## config.mk

```make
export PLATFORM = sky130hd
export DESIGN_NAME = beamformer_sequencer
export DESIGN_NICKNAME = d
export VERILOG_FILES = /design/src/rtl/beamformer_sequencer.sv
export SDC_FILE = /design/constraint.sdc
export NUM_CORES = 1
export LEC_CHECK = 0
export CORE_MARGIN = 8
export CORE_UTILIZATION = 64
export CTS_BUF_LIST = sky130_fd_sc_hd__clkbuf_8
export DETAILED_ROUTE_END_ITERATION = 16
export DONT_BUFFER_PORTS = 1
export GPL_TIMING_DRIVEN = 0
export HOLD_SLACK_MARGIN = 0.1
export PLACE_DENSITY_LB_ADDON = 0.15
export RECOVER_POWER = 100
export SLEW_MARGIN = 40
export SYNTH_ARGS = -nofsm -noshare
export SYNTH_HDL_FRONTEND = slang
export SYNTH_SLANG_ARGS = --single-unit
```

## constraint.sdc

```tcl
create_clock -name clk -period 6.2 [get_ports clk]
set_clock_uncertainty 0.15 [all_clocks]
set_input_delay 1.86 -clock clk [delete_from_list [all_inputs] [get_ports clk]]
set_output_delay 1.86 -clock clk [all_outputs]
set_load 0.005 [all_outputs]
```

## src/rtl/beamformer_sequencer.sv

```systemverilog
// ---------------------------------------------------------------------------
// beamformer_sequencer
//
// Run controller for the BRAM delay-beamformer datapath. A single start pulse
// launches one complete run:
//   IDLE -> LOAD -> DRAIN -> UNLOAD -> FLUSH -> DONE -> IDLE
// LOAD sweeps the input signal RAM, DRAIN keeps the beamformer enabled while
// the pipeline empties, UNLOAD sweeps the summed-output RAM, and FLUSH waits
// for the last read to come out of the RAM before the done pulse.
//
// Every output comes directly from a flop.
//
// Ports
//   clk              in   1         system clock, rising edge
//   rst              in   1         synchronous active-high reset
//   start            in   1         run request, ignored while busy
//   usedataflag      in   1         datapath output-valid strobe
//   readin_address   out  ADDR_W    input signal RAM read address
//   readinen         out  1         input signal RAM read enable
//   startbeamformer  out  1         beamformer enable
//   sumout_address   out  ADDR_W    summed-output RAM read address
//   sumouten         out  1         summed-output RAM read enable
//   out_valid        out  1         sum RAM read data valid this cycle
//   out_index        out  ADDR_W    sample index of the valid data
//   busy             out  1         run in progress (all states except IDLE)
//   done             out  1         one-cycle end-of-run pulse
//   good_count       out  ADDR_W+1  usedataflag pulses this run (saturating)
//   overrun          out  1         sticky: more than N_SAMPLES pulses this run
// ---------------------------------------------------------------------------
module beamformer_sequencer #(
    parameter int ADDR_W       = 11,
    parameter int N_SAMPLES    = 2048,
    parameter int RD_LAT       = 1,
    parameter int DRAIN_CYCLES = 64
) (
    input  logic              clk,
    input  logic              rst,
    input  logic              start,
    input  logic              usedataflag,
    output logic [ADDR_W-1:0] readin_address,
    output logic              readinen,
    output logic              startbeamformer,
    output logic [ADDR_W-1:0] sumout_address,
    output logic              sumouten,
    output logic              out_valid,
    output logic [ADDR_W-1:0] out_index,
    output logic              busy,
    output logic              done,
    output logic [ADDR_W:0]   good_count,
    output logic              overrun
);

    localparam int GC_W  = ADDR_W + 1;
    localparam int CNT_W = $clog2(DRAIN_CYCLES + RD_LAT + 1);

    // Terminal compare against N_SAMPLES-1 keeps N_SAMPLES == 2**ADDR_W legal.
    localparam logic [ADDR_W-1:0] LAST_ADDR  = ADDR_W'(N_SAMPLES - 1);
    localparam logic [ADDR_W-1:0] ADDR_ONE   = ADDR_W'(1);
    localparam logic [CNT_W-1:0]  DRAIN_LAST = CNT_W'(DRAIN_CYCLES - 1);
    localparam logic [CNT_W-1:0]  FLUSH_LAST = CNT_W'(RD_LAT - 1);
    localparam logic [CNT_W-1:0]  CNT_ONE    = CNT_W'(1);
    localparam logic [GC_W-1:0]   GC_ONE     = GC_W'(1);
    localparam logic [GC_W-1:0]   GC_MAX     = {GC_W{1'b1}};
    localparam logic [GC_W-1:0]   GC_LIMIT   = GC_W'(N_SAMPLES);

    typedef enum logic [2:0] {
        S_IDLE   = 3'd0,
        S_LOAD   = 3'd1,
        S_DRAIN  = 3'd2,
        S_UNLOAD = 3'd3,
        S_FLUSH  = 3'd4,
        S_DONE   = 3'd5
    } state_t;

    state_t              state_q,          state_d;
    logic [ADDR_W-1:0]   readin_address_q, readin_address_d;
    logic                readinen_q,       readinen_d;
    logic [ADDR_W-1:0]   sumout_address_q, sumout_address_d;
    logic                sumouten_q,       sumouten_d;
    logic [CNT_W-1:0]    cnt_q,            cnt_d;
    logic [RD_LAT-1:0]   sb_pipe_q,        sb_pipe_d;
    logic [RD_LAT-1:0]   vld_pipe_q,       vld_pipe_d;
    logic [ADDR_W-1:0]   idx_pipe_q [RD_LAT];
    logic [ADDR_W-1:0]   idx_pipe_d [RD_LAT];
    logic                busy_q,           busy_d;
    logic                done_q,           done_d;
    logic [GC_W-1:0]     good_count_q,     good_count_d;
    logic                overrun_q,        overrun_d;

    // Next-state logic for the run sequence.
    always_comb begin
        state_d = state_q;
        case (state_q)
            S_IDLE: begin
                if (start) begin
                    state_d = S_LOAD;
                end else begin
                    state_d = S_IDLE;
                end
            end
            S_LOAD: begin
                if (readin_address_q == LAST_ADDR) begin
                    state_d = S_DRAIN;
                end else begin
                    state_d = S_LOAD;
                end
            end
            S_DRAIN: begin
                if (cnt_q == DRAIN_LAST) begin
                    state_d = S_UNLOAD;
                end else begin
                    state_d = S_DRAIN;
                end
            end
            S_UNLOAD: begin
                if (sumout_address_q == LAST_ADDR) begin
                    state_d = S_FLUSH;
                end else begin
                    state_d = S_UNLOAD;
                end
            end
            S_FLUSH: begin
                if (cnt_q == FLUSH_LAST) begin
                    state_d = S_DONE;
                end else begin
                    state_d = S_FLUSH;
                end
            end
            S_DONE: begin
                state_d = S_IDLE;
            end
            default: begin
                state_d = S_IDLE;
            end
        endcase
    end

    // Output flags and address counters, decoded from the next state so that
    // the registered outputs line up with the state they describe.
    always_comb begin
        readinen_d       = (state_d == S_LOAD);
        sumouten_d       = (state_d == S_UNLOAD);
        busy_d           = (state_d != S_IDLE);
        done_d           = (state_d == S_DONE);
        readin_address_d = readin_address_q;
        sumout_address_d = sumout_address_q;

        // Read address restarts at 0 on LOAD entry, holds through the rest of
        // the run and returns to 0 in IDLE.
        if (state_d == S_LOAD) begin
            if (state_q == S_LOAD) begin
                readin_address_d = readin_address_q + ADDR_ONE;
            end else begin
                readin_address_d = '0;
            end
        end else if (state_d == S_IDLE) begin
            readin_address_d = '0;
        end else begin
            readin_address_d = readin_address_q;
        end

        if (state_d == S_UNLOAD) begin
            if (state_q == S_UNLOAD) begin
                sumout_address_d = sumout_address_q + ADDR_ONE;
            end else begin
                sumout_address_d = '0;
            end
        end else if (state_d == S_IDLE) begin
            sumout_address_d = '0;
        end else begin
            sumout_address_d = sumout_address_q;
        end
    end

    // Shared cycle counter for DRAIN and FLUSH; cleared on every state change.
    always_comb begin
        cnt_d = '0;
        if (state_d != state_q) begin
            cnt_d = '0;
        end else if ((state_q == S_DRAIN) || (state_q == S_FLUSH)) begin
            cnt_d = cnt_q + CNT_ONE;
        end else begin
            cnt_d = '0;
        end
    end

    // Latency-matching shift registers. The beamformer enable is the
    // LOAD+DRAIN window delayed by the RAM latency, so its first cycle meets
    // word 0 and it stays high N_SAMPLES+DRAIN_CYCLES cycles. The valid/index
    // pipe shifts zero indices when idle so out_index reads 0 outside a sweep.
    always_comb begin
        sb_pipe_d     = '0;
        vld_pipe_d    = '0;
        for (int i = 0; i < RD_LAT; i++) begin
            idx_pipe_d[i] = '0;
        end
        sb_pipe_d[0]  = (state_q == S_LOAD) || (state_q == S_DRAIN);
        vld_pipe_d[0] = sumouten_q;
        if (sumouten_q) begin
            idx_pipe_d[0] = sumout_address_q;
        end else begin
            idx_pipe_d[0] = '0;
        end
        for (int i = 1; i < RD_LAT; i++) begin
            sb_pipe_d[i]  = sb_pipe_q[i-1];
            vld_pipe_d[i] = vld_pipe_q[i-1];
            idx_pipe_d[i] = idx_pipe_q[i-1];
        end
    end

    // Run statistics: cleared by an accepted start, counted only while busy.
    always_comb begin
        good_count_d = good_count_q;
        overrun_d    = overrun_q;
        if ((state_q == S_IDLE) && start) begin
            good_count_d = '0;
            overrun_d    = 1'b0;
        end else if (busy_q && usedataflag) begin
            // An increment from N_SAMPLES or above would exceed the run size.
            if (good_count_q >= GC_LIMIT) begin
                overrun_d = 1'b1;
            end else begin
                overrun_d = overrun_q;
            end
            if (good_count_q != GC_MAX) begin
                good_count_d = good_count_q + GC_ONE;
            end else begin
                good_count_d = good_count_q;
            end
        end else begin
            good_count_d = good_count_q;
            overrun_d    = overrun_q;
        end
    end

    // State and output registers with synchronous reset.
    always_ff @(posedge clk) begin
        if (rst) begin
            state_q          <= S_IDLE;
            readin_address_q <= '0;
            readinen_q       <= 1'b0;
            sumout_address_q <= '0;
            sumouten_q       <= 1'b0;
            cnt_q            <= '0;
            sb_pipe_q        <= '0;
            vld_pipe_q       <= '0;
            for (int i = 0; i < RD_LAT; i++) begin
                idx_pipe_q[i] <= '0;
            end
            busy_q           <= 1'b0;
            done_q           <= 1'b0;
            good_count_q     <= '0;
            overrun_q        <= 1'b0;
        end else begin
            state_q          <= state_d;
            readin_address_q <= readin_address_d;
            readinen_q       <= readinen_d;
            sumout_address_q <= sumout_address_d;
            sumouten_q       <= sumouten_d;
            cnt_q            <= cnt_d;
            sb_pipe_q        <= sb_pipe_d;
            vld_pipe_q       <= vld_pipe_d;
            for (int i = 0; i < RD_LAT; i++) begin
                idx_pipe_q[i] <= idx_pipe_d[i];
            end
            busy_q           <= busy_d;
            done_q           <= done_d;
            good_count_q     <= good_count_d;
            overrun_q        <= overrun_d;
        end
    end

    assign readin_address  = readin_address_q;
    assign readinen        = readinen_q;
    assign startbeamformer = sb_pipe_q[RD_LAT-1];
    assign sumout_address  = sumout_address_q;
    assign sumouten        = sumouten_q;
    assign out_valid       = vld_pipe_q[RD_LAT-1];
    assign out_index       = idx_pipe_q[RD_LAT-1];
    assign busy            = busy_q;
    assign done            = done_q;
    assign good_count      = good_count_q;
    assign overrun         = overrun_q;

endmodule

```

==> results of run 1 <==
[state kept, by name (all words and copies together) (netlist names)]
signal / flops
busy: 1
cnt_q: 7
done: 1
good_count: 12
idx_pipe_q: 11
out_valid: 1
overrun: 1
readin_address: 11
readinen: 1
startbeamformer: 1
state_q: 3
sumout_address: 11
sumouten: 1
[through the flow]
step                setup slack, ns  utilization, %  cell area, um2  hold slack, ns
floorplan                      3.21               -            2820           0.280
global placement               2.98            67.2            2890           0.297
detailed placement             3.01            67.2            2890           0.303
CTS                            3.34            72.7            3120           0.318
global route                   3.27            72.0            3090           0.352
finish                         3.35            72.0            3090           0.309
[logic make-up after synthesis]
| group | after synthesis | share of synthesized area [%] |
|---|---|---|
| buffers and inverters | 20 | 2.79 |
| xor gates and xnor gates | 16 | 4.96 |
| AOI/OAI and AO/OA | 59 | 16.1 |
| adders and majority gates | 6 | 2.66 |
| DFF | 62 | 44.0 |
| and+or+nand+nor | 157 | 29.5 |
[worst max-delay path by stage]
stage                     cells past startpoint           endpoint              start  slack, ns
final                                         0  sumout_address[7]  sumout_address[7]       3.35
after global routing                          4      good_count[0]              start       3.27
after CTS                                     0  sumout_address[7]  sumout_address[7]       3.34
after detailed placement                      3  sumout_address[2]                rst       3.01
after global placement                        3  sumout_address[2]                rst       2.98
after floorplan                               4      good_count[3]        usedataflag       3.21
[metal layers]
layer  global-route usage (%)  routed length (um)  vias up
li1                         -                   -     1181
met1                     21.1                2660     1066
met2                     29.2                2710       78
met3                     6.28                 538       12
met4                     8.95                 111        0
met5                        0                   0        -
[cells in the final DEF (no fill, tap or decap), types with 2 or more instances in the layout]
cell type  count
a211oi_1       2
a21oi_1       14
a311oi_1       5
a311oi_2       3
a31oi_1        7
a32o_1         2
a41oi_1        3
and2_0         5
and2_1        10
and3_1         7
buf_2          3
bufinv_16      2
clkbuf_1       8
clkbuf_8      12
dfxtp_1       62
ha_1           6
inv_1         10
nand2_1       23
nand2b_1       2
nand3_1       22
nand3b_1       3
nand4_1        6
nor2_1        38
nor2b_1        3
nor3_1        17
nor4_1         2
nor4_2         2
o21ai_0        8
o21ai_1        4
or3_1          6
or4_1          2
xnor2_1       10
xor2_1         6
[power by group]
part / internal [W] / switching, W
Combinational: 0.00000818 / 0.0000195
Clock: 0.000257 / 0.000150
Sequential: 0.000401 / 0.00000334
[area by class of cell]
cell class / count / area, um2 / share of cell area [%]
buffer: 11 / 45.0 / 1.46
inverter: 9 / 33.8 / 1.09
sequential: 62 / 1240 / 40.1
clock inverter: 4 / 68.8 / 2.23
tap: 52 / 65.1 / 2.10
multi-input combinational: 238 / 1470 / 47.6
clock buffer: 12 / 165 / 5.34
==> metrics.csv, run 1 <==
metric,value,unit
htree depth,3,
DRT iter0 DRCs,155,
pin count of the biggest net entering global routing,11,
Final Hold Fails,0,
GRT Overall Usage,18.2,%
Hold Path Sink,cnt_q[0],
Post-Route Setup TNS,0,ns
clock transition at the registers of the reported paths,0.07,ns
postcts setup bufs,0,
vias per cell,6.02,
first-pass GRT wire length,9.56,mm
HPWL Detailed,4.25,mm
reg2reg end,sumout_address[0],
worst r2r src,sumout_address[0],
# setup viols final,0,
Nets,341,
CTS tree,built,
FILL cells,346,
Area contributors post-synth,"dfxtp_1, nor2_1, nand3_1, and2_1, xnor2_1",
Max Cap Viol,0,
Final min period,2.85,ns
via count of the first global-routing pass,2074,
unrepaired setup endpoints after global routing,no,
CP Launch Type,register,
root buffer cell,clkbuf_8,
Commonest cells post-synth,"dfxtp_1, nor2_1, nand2_1",
port bufs,0,
initial antenna violation count,0,
clock tree buffer depth,2,
io pins,56,
share of the synthesized area in the top cell type,44.0,%
Design Power,0.000840,W
grt ovf,0,
DR pass1 iterations,4,
critical path class,register to output port,
syn_nets,330,
fraction of layout cells with a size suffix above 1,8.33,%
leak pwr,1.04,nW
Synth Warn #,0,
R2R cell count,6,
Hold Path Depth,1,
Tcrit/Tclk final,46.0,%
Die H,82.4,um
gpl congestion,0.790,
CP max FO,9,
Total Wirelength,6.02,mm
Finished Layout Cells,388,
"Primary FF master, synth",dfxtp_1,
critical path arrival,0.84,ns
status,"finished, final reports clean",
Die Width,82.4,um
"FF+latch count, synth",62,
drt drc,0,
Core Area,0.00429,mm2
number of flops mapped to enable cells by yosys,0,
gate count after technology mapping,320,
Crit. End Element,output port,
Num CTS Buffers,9,
Netlist cell types,52,
Worst slew margin,46.7,%
total die area,0.00679,mm2
synthesis-to-layout area growth,9.53,%
Vias,2337,
Synth Area per Inst,8.82,um2
Post-synth ARST share,0,%
HP Class,register to register,
sequential share of the synthesized area,44.0,%
most common cell in the netlist,dfxtp_1,
power per cell area,272,mW/mm2
worst hold start,cnt_q[0],
WL/cell,15.5,um
Synth Cell Area,0.00282,mm2
clock sink count,62,
worst slew pin tran,0.793,ns
ant diodes,0,
Synth area leader,dfxtp_1,
required time of the critical path,4.19,ns
R2R Setup Slk,3.80,ns
worst skew pair latency,0.34,ns
"Slew Viols, Final",0,
placed cell count,372,
PostCTS Resize Cnt,0,
Fmax,350,MHz
Max IR drop VDD,0.175,mV
number of core rows,24,
ANT nets after route,0,
# hold bufs at CTS,0,
initial core utilization,65.7,%
No activity file was read; power rests on OpenSTA's default activity.
==> inputs of run 2 (changes only) <==
--- a/config.mk
+++ b/config.mk
@@ -6,7 +6,7 @@
 export NUM_CORES = 1
 export LEC_CHECK = 0
 export CORE_MARGIN = 8
-export CORE_UTILIZATION = 64
+export CORE_UTILIZATION = 59
 export CTS_BUF_LIST = sky130_fd_sc_hd__clkbuf_8
 export DETAILED_ROUTE_END_ITERATION = 16
 export DONT_BUFFER_PORTS = 1
==> constraint.sdc (replaced) <==
create_clock -name clk -period 2.3 [get_ports clk]
set_clock_uncertainty 0.15 [all_clocks]
set_input_delay 0.69 -clock clk [delete_from_list [all_inputs] [get_ports clk]]
set_output_delay 0.69 -clock clk [all_outputs]
set_load 0.005 [all_outputs]
==> run 2 against run 1 <==
Final cell count rose by 1.0%. Count of clock-buffer cells in the layout decreased by 3. First-iteration DRC count fell by 25%. Sequential share of layout area down 0.83 points. Via count shrank 0.39%. Hold slack better by 0.0078 ns.
==> metrics.csv, run 2 (same netlist as run 1, synthesis figures left out) <==
metric,value,unit,change
Die Width,85.2,um,+3.3%
DRT iter0 DRCs,116,,-25%
Num CTS Buffers,9,,unchanged
Final min period,2.18,ns,
HP Class,register to register,,
Post-Route Setup TNS,0,ns,unchanged
DR pass1 iterations,4,,unchanged
# hold bufs at CTS,0,,unchanged
worst skew pair latency,0.33,ns,about the same
sequential share of power,47.1,%,-1.1 points
fraction of layout cells with a size suffix above 1,12.1,%,+3.8 points
Final Hold Fails,0,,unchanged
Total Wirelength,6.27,mm,+4.3%
Fin Hold WS,0.317,ns,+0.00777 ns
leak pwr,1.05,nW,+1.2%
critical path arrival,2.28,ns,+1.44 ns
Worst slew margin,54.7,%,+7.9 points
CP Launch Type,register,,
Sw Share,21.4,%,+0.78 points
required time of the critical path,2.39,ns,-1.80 ns
synthesis-to-layout area growth,12.2,%,
clock sink count,62,,unchanged
io pins,56,,unchanged
critical path class,register to register,,
htree depth,3,,unchanged
vias per cell,5.94,,-1.4%
Fmax,458,MHz,
ant diodes,0,,unchanged
first-pass GRT wire length,10.4,mm,+8.7%
Nets,343,,+0.59%
drt drc,0,,unchanged
initial antenna violation count,0,,unchanged
power per cell area,731,mW/mm2,+170%
total die area,0.00725,mm2,+6.8%
HPWL Detailed,4.38,mm,+2.9%
Net Sw Power,0.000495,W,+190%
CP max FO,5,,-4
Pint,0.00182,W,+170%
Max Cap Viol,0,,unchanged
combinational share of power,3.5,%,+0.2 points
clock network power share,49.4,%,+0.9 points
grt ovf,0,,unchanged
GRT Overall Usage,17.5,%,-0.70 points
CTS tree,built,,
clock transition at the registers of the reported paths,0.07,ns,about the same
Core Area,0.00466,mm2,+8.5%
pin count of the biggest net entering global routing,12,,+1
"Slew Viols, Final",0,,unchanged
Vias,2328,,-0.39%
WL/cell,16.0,um,+3.2%
Max IR drop VDD,0.446,mV,+150%
via count of the first global-routing pass,2164,,+4.3%
Tcrit/Tclk final,94.9,%,
# setup viols final,0,,unchanged
most frequent cells in the layout,"dfxtp_1, nor2_1, nand2_1",,
ANT nets after route,0,,unchanged
Crit. End Element,register,,
initial core utilization,60.6,%,-5.2 points
R2R Setup Slk,0.12,ns,-3.68 ns
clock tree buffer depth,2,,unchanged
max reg flops,12,,unchanged
Die H,85.2,um,+3.3%
unrepaired setup endpoints after global routing,yes,,
number of core rows,25,,+4.2%
gpl congestion,0.810,,+2.5%
port bufs,0,,unchanged
worst slew pin tran,0.675,ns,-0.118 ns
root buffer cell,clkbuf_8,,
"commonest non-fill, non-tap cell in the layout",dfxtp_1,,
status,"finished, final reports clean",,
## run 2: area by class of cell
cell class / count / area [um2]
multi-input cells: 238 / 1520
inverters: 9 / 33.8
clock buffers: 9 / 124
fillers: 391 / 1490
plain buffers: 11 / 43.8
clock inverters: 7 / 114
well taps: 54 / 67.6
flip-flops and latches: 62 / 1240
repair buffers: 2 / 15.0
## run 2: metrics by stage
step / std cells / util, % / cell area (um2) / setup slack [ns] / power (W)
2_1_floorplan: 320 / - / 2820 / 0.258 / 0.00117
3_3_place_gp: 374 / 62.0 / 2890 / -0.0191 / 0.00119
3_5_place_dp: 374 / 62.0 / 2890 / -0.0341 / 0.00119
4_1_cts: 390 / 67.5 / 3150 / 0.0496 / 0.00233
5_1_grt: 392 / 67.9 / 3170 / -0.0119 / 0.00240
6_report: 392 / 67.9 / 3170 / 0.117 / 0.00232
## run 2: worst paths after layout
check / startpoint / to / depth (start not counted)
worst max-delay path: readin_address[1] / readin_address[7] / 5
worst min-delay path: cnt_q[0] / cnt_q[0] / 1
worst max register to register: readin_address[1] / readin_address[7] / 5
worst min register to register: cnt_q[0] / cnt_q[0] / 1
## run 2: power by group through the flow
stage | sequential [W] | clock (W) | combinational, W
global route | 0.00109 | 0.00121 | 0.0000895
finish | 0.00109 | 0.00114 | 0.0000807
global placement | 0.00112 | 0 | 0.0000764
detailed placement | 0.00112 | 0 | 0.0000775
floorplan | 0.00111 | 0 | 0.0000596
CTS | 0.00109 | 0.00116 | 0.0000816
## run 2: repair_timing
action,4_1_cts,5_1_grt
pin swaps,0,2
cloned,0,0
resized for setup,4,4
setup buffers,0,2
setup endpoints to repair,3,23
## run 2: critical path: stages (launching register included)
cell and delay, ns:
dfxtp_1 0.43, ha_2 0.25, nand4_2 0.17, or3_4 0.47, o31a_4 0.39, a311oi_2 0.24
## run 2: routing by layer
layer / vias up / routed length, um / global-route usage [%]
met4: 0 / 81 / 7.61
met5: - / 0 / 0
met2: 55 / 3010 / 27.8
met3: 9 / 415 / 5.41
li1: 1180 / - / -
met1: 1084 / 2760 / 21.1
==> inputs of run 3 (changes only) <==
--- a/config.mk
+++ b/config.mk
@@ -12,7 +12,8 @@
 export DONT_BUFFER_PORTS = 1
 export GPL_TIMING_DRIVEN = 0
 export HOLD_SLACK_MARGIN = 0.1
-export PLACE_DENSITY_LB_ADDON = 0.15
+export MAX_ROUTING_LAYER = met4
+export PLACE_DENSITY = 0.87
 export RECOVER_POWER = 100
 export SLEW_MARGIN = 40
 export SYNTH_ARGS = -nofsm -noshare
==> constraint.sdc (replaced) <==
create_clock -name clk -period 2 [get_ports clk]
set_clock_uncertainty 0.15 [all_clocks]
set_input_delay 0.6 -clock clk [delete_from_list [all_inputs] [get_ports clk]]
set_output_delay 0.6 -clock clk [all_outputs]
set_load 0.005 [all_outputs]
==> run 3 against run 2 <==
First-iteration DRC count is 59% higher. Final cell count grew 1.0%. Register-to-register slack got worse by 0.11 ns. Critical path depth increased by 1. Utilization is 4.3 points higher. Flip-flop and latch count unchanged. Global-route usage up 0.76 points. Hold slack worse by 0.036 ns. Via count is 4.9% higher. Fmax up 9.6%.
==> metrics.csv, run 3 (same netlist as run 1, synthesis figures left out) <==
metric,value,unit,change
io pins,56,,unchanged
Vias,2443,,+4.9%
max incr delay on CP,0.34,ns,-0.13 ns
R2R cell count,6,,+1
initial core utilization,60.6,%,unchanged
R2R Setup Slk,0.009,ns,-0.11 ns
reg2reg end,sumout_address[0],,
ant diodes,0,,unchanged
htree depth,3,,unchanged
Max Cap Viol,0,,unchanged
Design Power,0.00271,W,+17%
Max IR drop VDD,0.472,mV,+5.9%
Fmax,502,MHz,+9.6%
critical path class,register to register,,
Core Area,0.00466,mm2,unchanged
Hold Path Depth,2,,+1
grt ovf,0,,unchanged
drt drc,0,,unchanged
worst slew pin tran,0.730,ns,+0.0557 ns
cell family with most CP delay,simple AND/OR/NAND/NOR gates,,
Tcrit/Tclk final,99.5,%,+4.6 points
vias per cell,6.17,,+3.9%
Nets,347,,+1.2%
CP max FO,10,,+5
leak pwr,1.14,nW,+8.2%
clock tree buffer depth,2,,unchanged
DR pass1 iterations,4,,unchanged
Final Hold Fails,0,,unchanged
critical path buffer and inverter count,1,,+1
first-pass GRT wire length,10.6,mm,+1.6%
Final Core Density,72.3,%,+4.3 points
HP Class,primary input to register,,
number of core rows,25,,unchanged
Total Wirelength,6.82,mm,+8.7%
clock transition at the registers of the reported paths,0.08,ns,about the same
port bufs,0,,unchanged
ANT nets after route,0,,unchanged
Post-DP Area,0.00289,mm2,+0.13%
power per cell area,805,mW/mm2,+10%
worst r2r src,state_q[1],,
synthesis-to-layout area growth,19.3,%,
total die area,0.00725,mm2,unchanged
"commonest non-fill, non-tap cell in the layout",dfxtp_1,,
CP Launch Type,register,,
most frequent cells in the layout,"dfxtp_1, nor2_1, nand2_1",,
Worst slew margin,51.3,%,-3.4 points
FILL cells,321,,-18%
required time of the critical path,2.09,ns,-0.30 ns
Final min period,1.99,ns,-0.192 ns
fraction of layout cells with a size suffix above 1,20.8,%,+8.6 points
Register Area,0.00126,mm2,+1.0%
Crit. End Element,register,,
# setup viols final,0,,unchanged
Num CTS Buffers,9,,unchanged
area occupied by multi-input gates,0.00166,mm2,+9.2%
HPWL Detailed,4.39,mm,+0.40%
"critical path, cell by cell",buf_2 -> nor4b_2 -> nand4_1 -> o211ai_4 -> nor2_4 -> a22o_1,,
Hold Path Sink,overrun,,
Finished Layout Cells,396,,+1.0%
placed cell count,374,,unchanged
Die H,85.2,um,unchanged
Die Width,85.2,um,unchanged
DRT iter0 DRCs,184,,+59%
CTS tree,built,,
initial antenna violation count,0,,unchanged
CP max stage cell,dfxtp_1,,
root buffer cell,clkbuf_8,,
worst hold start,usedataflag,,
gpl congestion,0.869,,+7.4%
GRT Overall Usage,18.2,%,+0.76 points
"Slew Viols, Final",0,,unchanged
worst skew pair latency,0.35,ns,+0.02 ns
pin count of the biggest net entering global routing,13,,+1
via count of the first global-routing pass,2275,,+5.1%
max reg flops,12,,unchanged
clock sink count,62,,unchanged
critical path arrival,2.08,ns,-0.20 ns
unrepaired setup endpoints after global routing,yes,,
status,"finished, final reports clean",,
WL/cell,17.2,um,+7.6%
fin area,0.00337,mm2,+6.4%
-- run 3: cell count changes in the layout (fill, tap and decap cells not counted), moves of 3 or more --
| cell | previous run | this run |
|---|---|---|
| nor2_4 | 0 | 3 |
| dfxtp_1 | 59 | 55 |
| a21oi_2 | 0 | 3 |
| nor3_1 | 16 | 13 |
| nand3_2 | 0 | 3 |
| clkbuf_1 | 9 | 6 |
| nor2_2 | 3 | 0 |
| nand3_1 | 22 | 19 |
| o21ai_1 | 5 | 2 |
| buf_4 | 1 | 5 |
| o21ai_2 | 0 | 3 |
| a21oi_1 | 14 | 11 |
| dfxtp_4 | 0 | 3 |
-- run 3: worst reg2reg max path, cell delays in order (launching register included) --
cell      delay (ns)
dfxtp_1         0.34
buf_2           0.24
nor4b_2         0.31
nand4_1         0.27
o211ai_4        0.25
nor2_4          0.07
a22o_1          0.25
-- run 3: power by group --
part	internal [W]	switching [W]	total, W	leakage [nW]
Clock	0.000831	0.000519	0.00135	0.116
Sequential	0.00124	0.0000132	0.00125	0.505
Combinational	0.0000333	0.0000723	0.000106	0.521
-- run 3: per-layer routing --
| layer | track usage (%) | share of wire, % |
|---|---|---|
| met1 | 20.4 | 43 |
| met5 | - | 0 |
| met4 | 5.83 | 1.4 |
| met3 | 6.37 | 7.0 |
| met2 | 29.7 | 48 |
-- run 3: through the flow --
stage	setup slack [ns]	hold slack (ns)	setup TNS, ns
floorplan	0.00416	0.280	0
global placement	-0.290	0.295	-3.22
detailed placement	-0.338	0.312	-4.39
CTS	-0.0323	0.271	-0.0900
global route	-0.0942	0.288	-0.751
finish	0.00904	0.281	0
-- run 3: how the worst max path moves through the flow --
stage / from / to / slack [ns] / cells past startpoint
6_report: state_q[1] / sumout_address[0] / 0.009 / 6
5_1_grt: state_q[1] / sumout_address[0] / -0.09 / 6
4_1_cts: sumout_address[0] / sumout_address[2] / -0.03 / 6
3_5_place_dp: sumout_address[0] / done / -0.34 / 6
3_3_place_gp: sumout_address[0] / done / -0.29 / 6
2_1_floorplan: readin_address[1] / readin_address[9] / 0.004 / 5
-- run 3: final cells by class --
class	instances	share of cell area (%)
Sequential cell	62	37.3
Buffer	11	1.49
Multi-Input combinational cell	238	49.4
Tap cell	54	2.01
Inverter	9	1.00
Clock inverter	7	3.64
Timing Repair Buffer	6	1.45
Clock buffer	9	3.68
-- run 3: timing repair --
item,CTS,global route
hold endpoints to repair,0,0
pin swaps,4,12
resized for setup,17,28
setup buffers,1,5
hold buffers,0,0
setup endpoints to repair,27,31
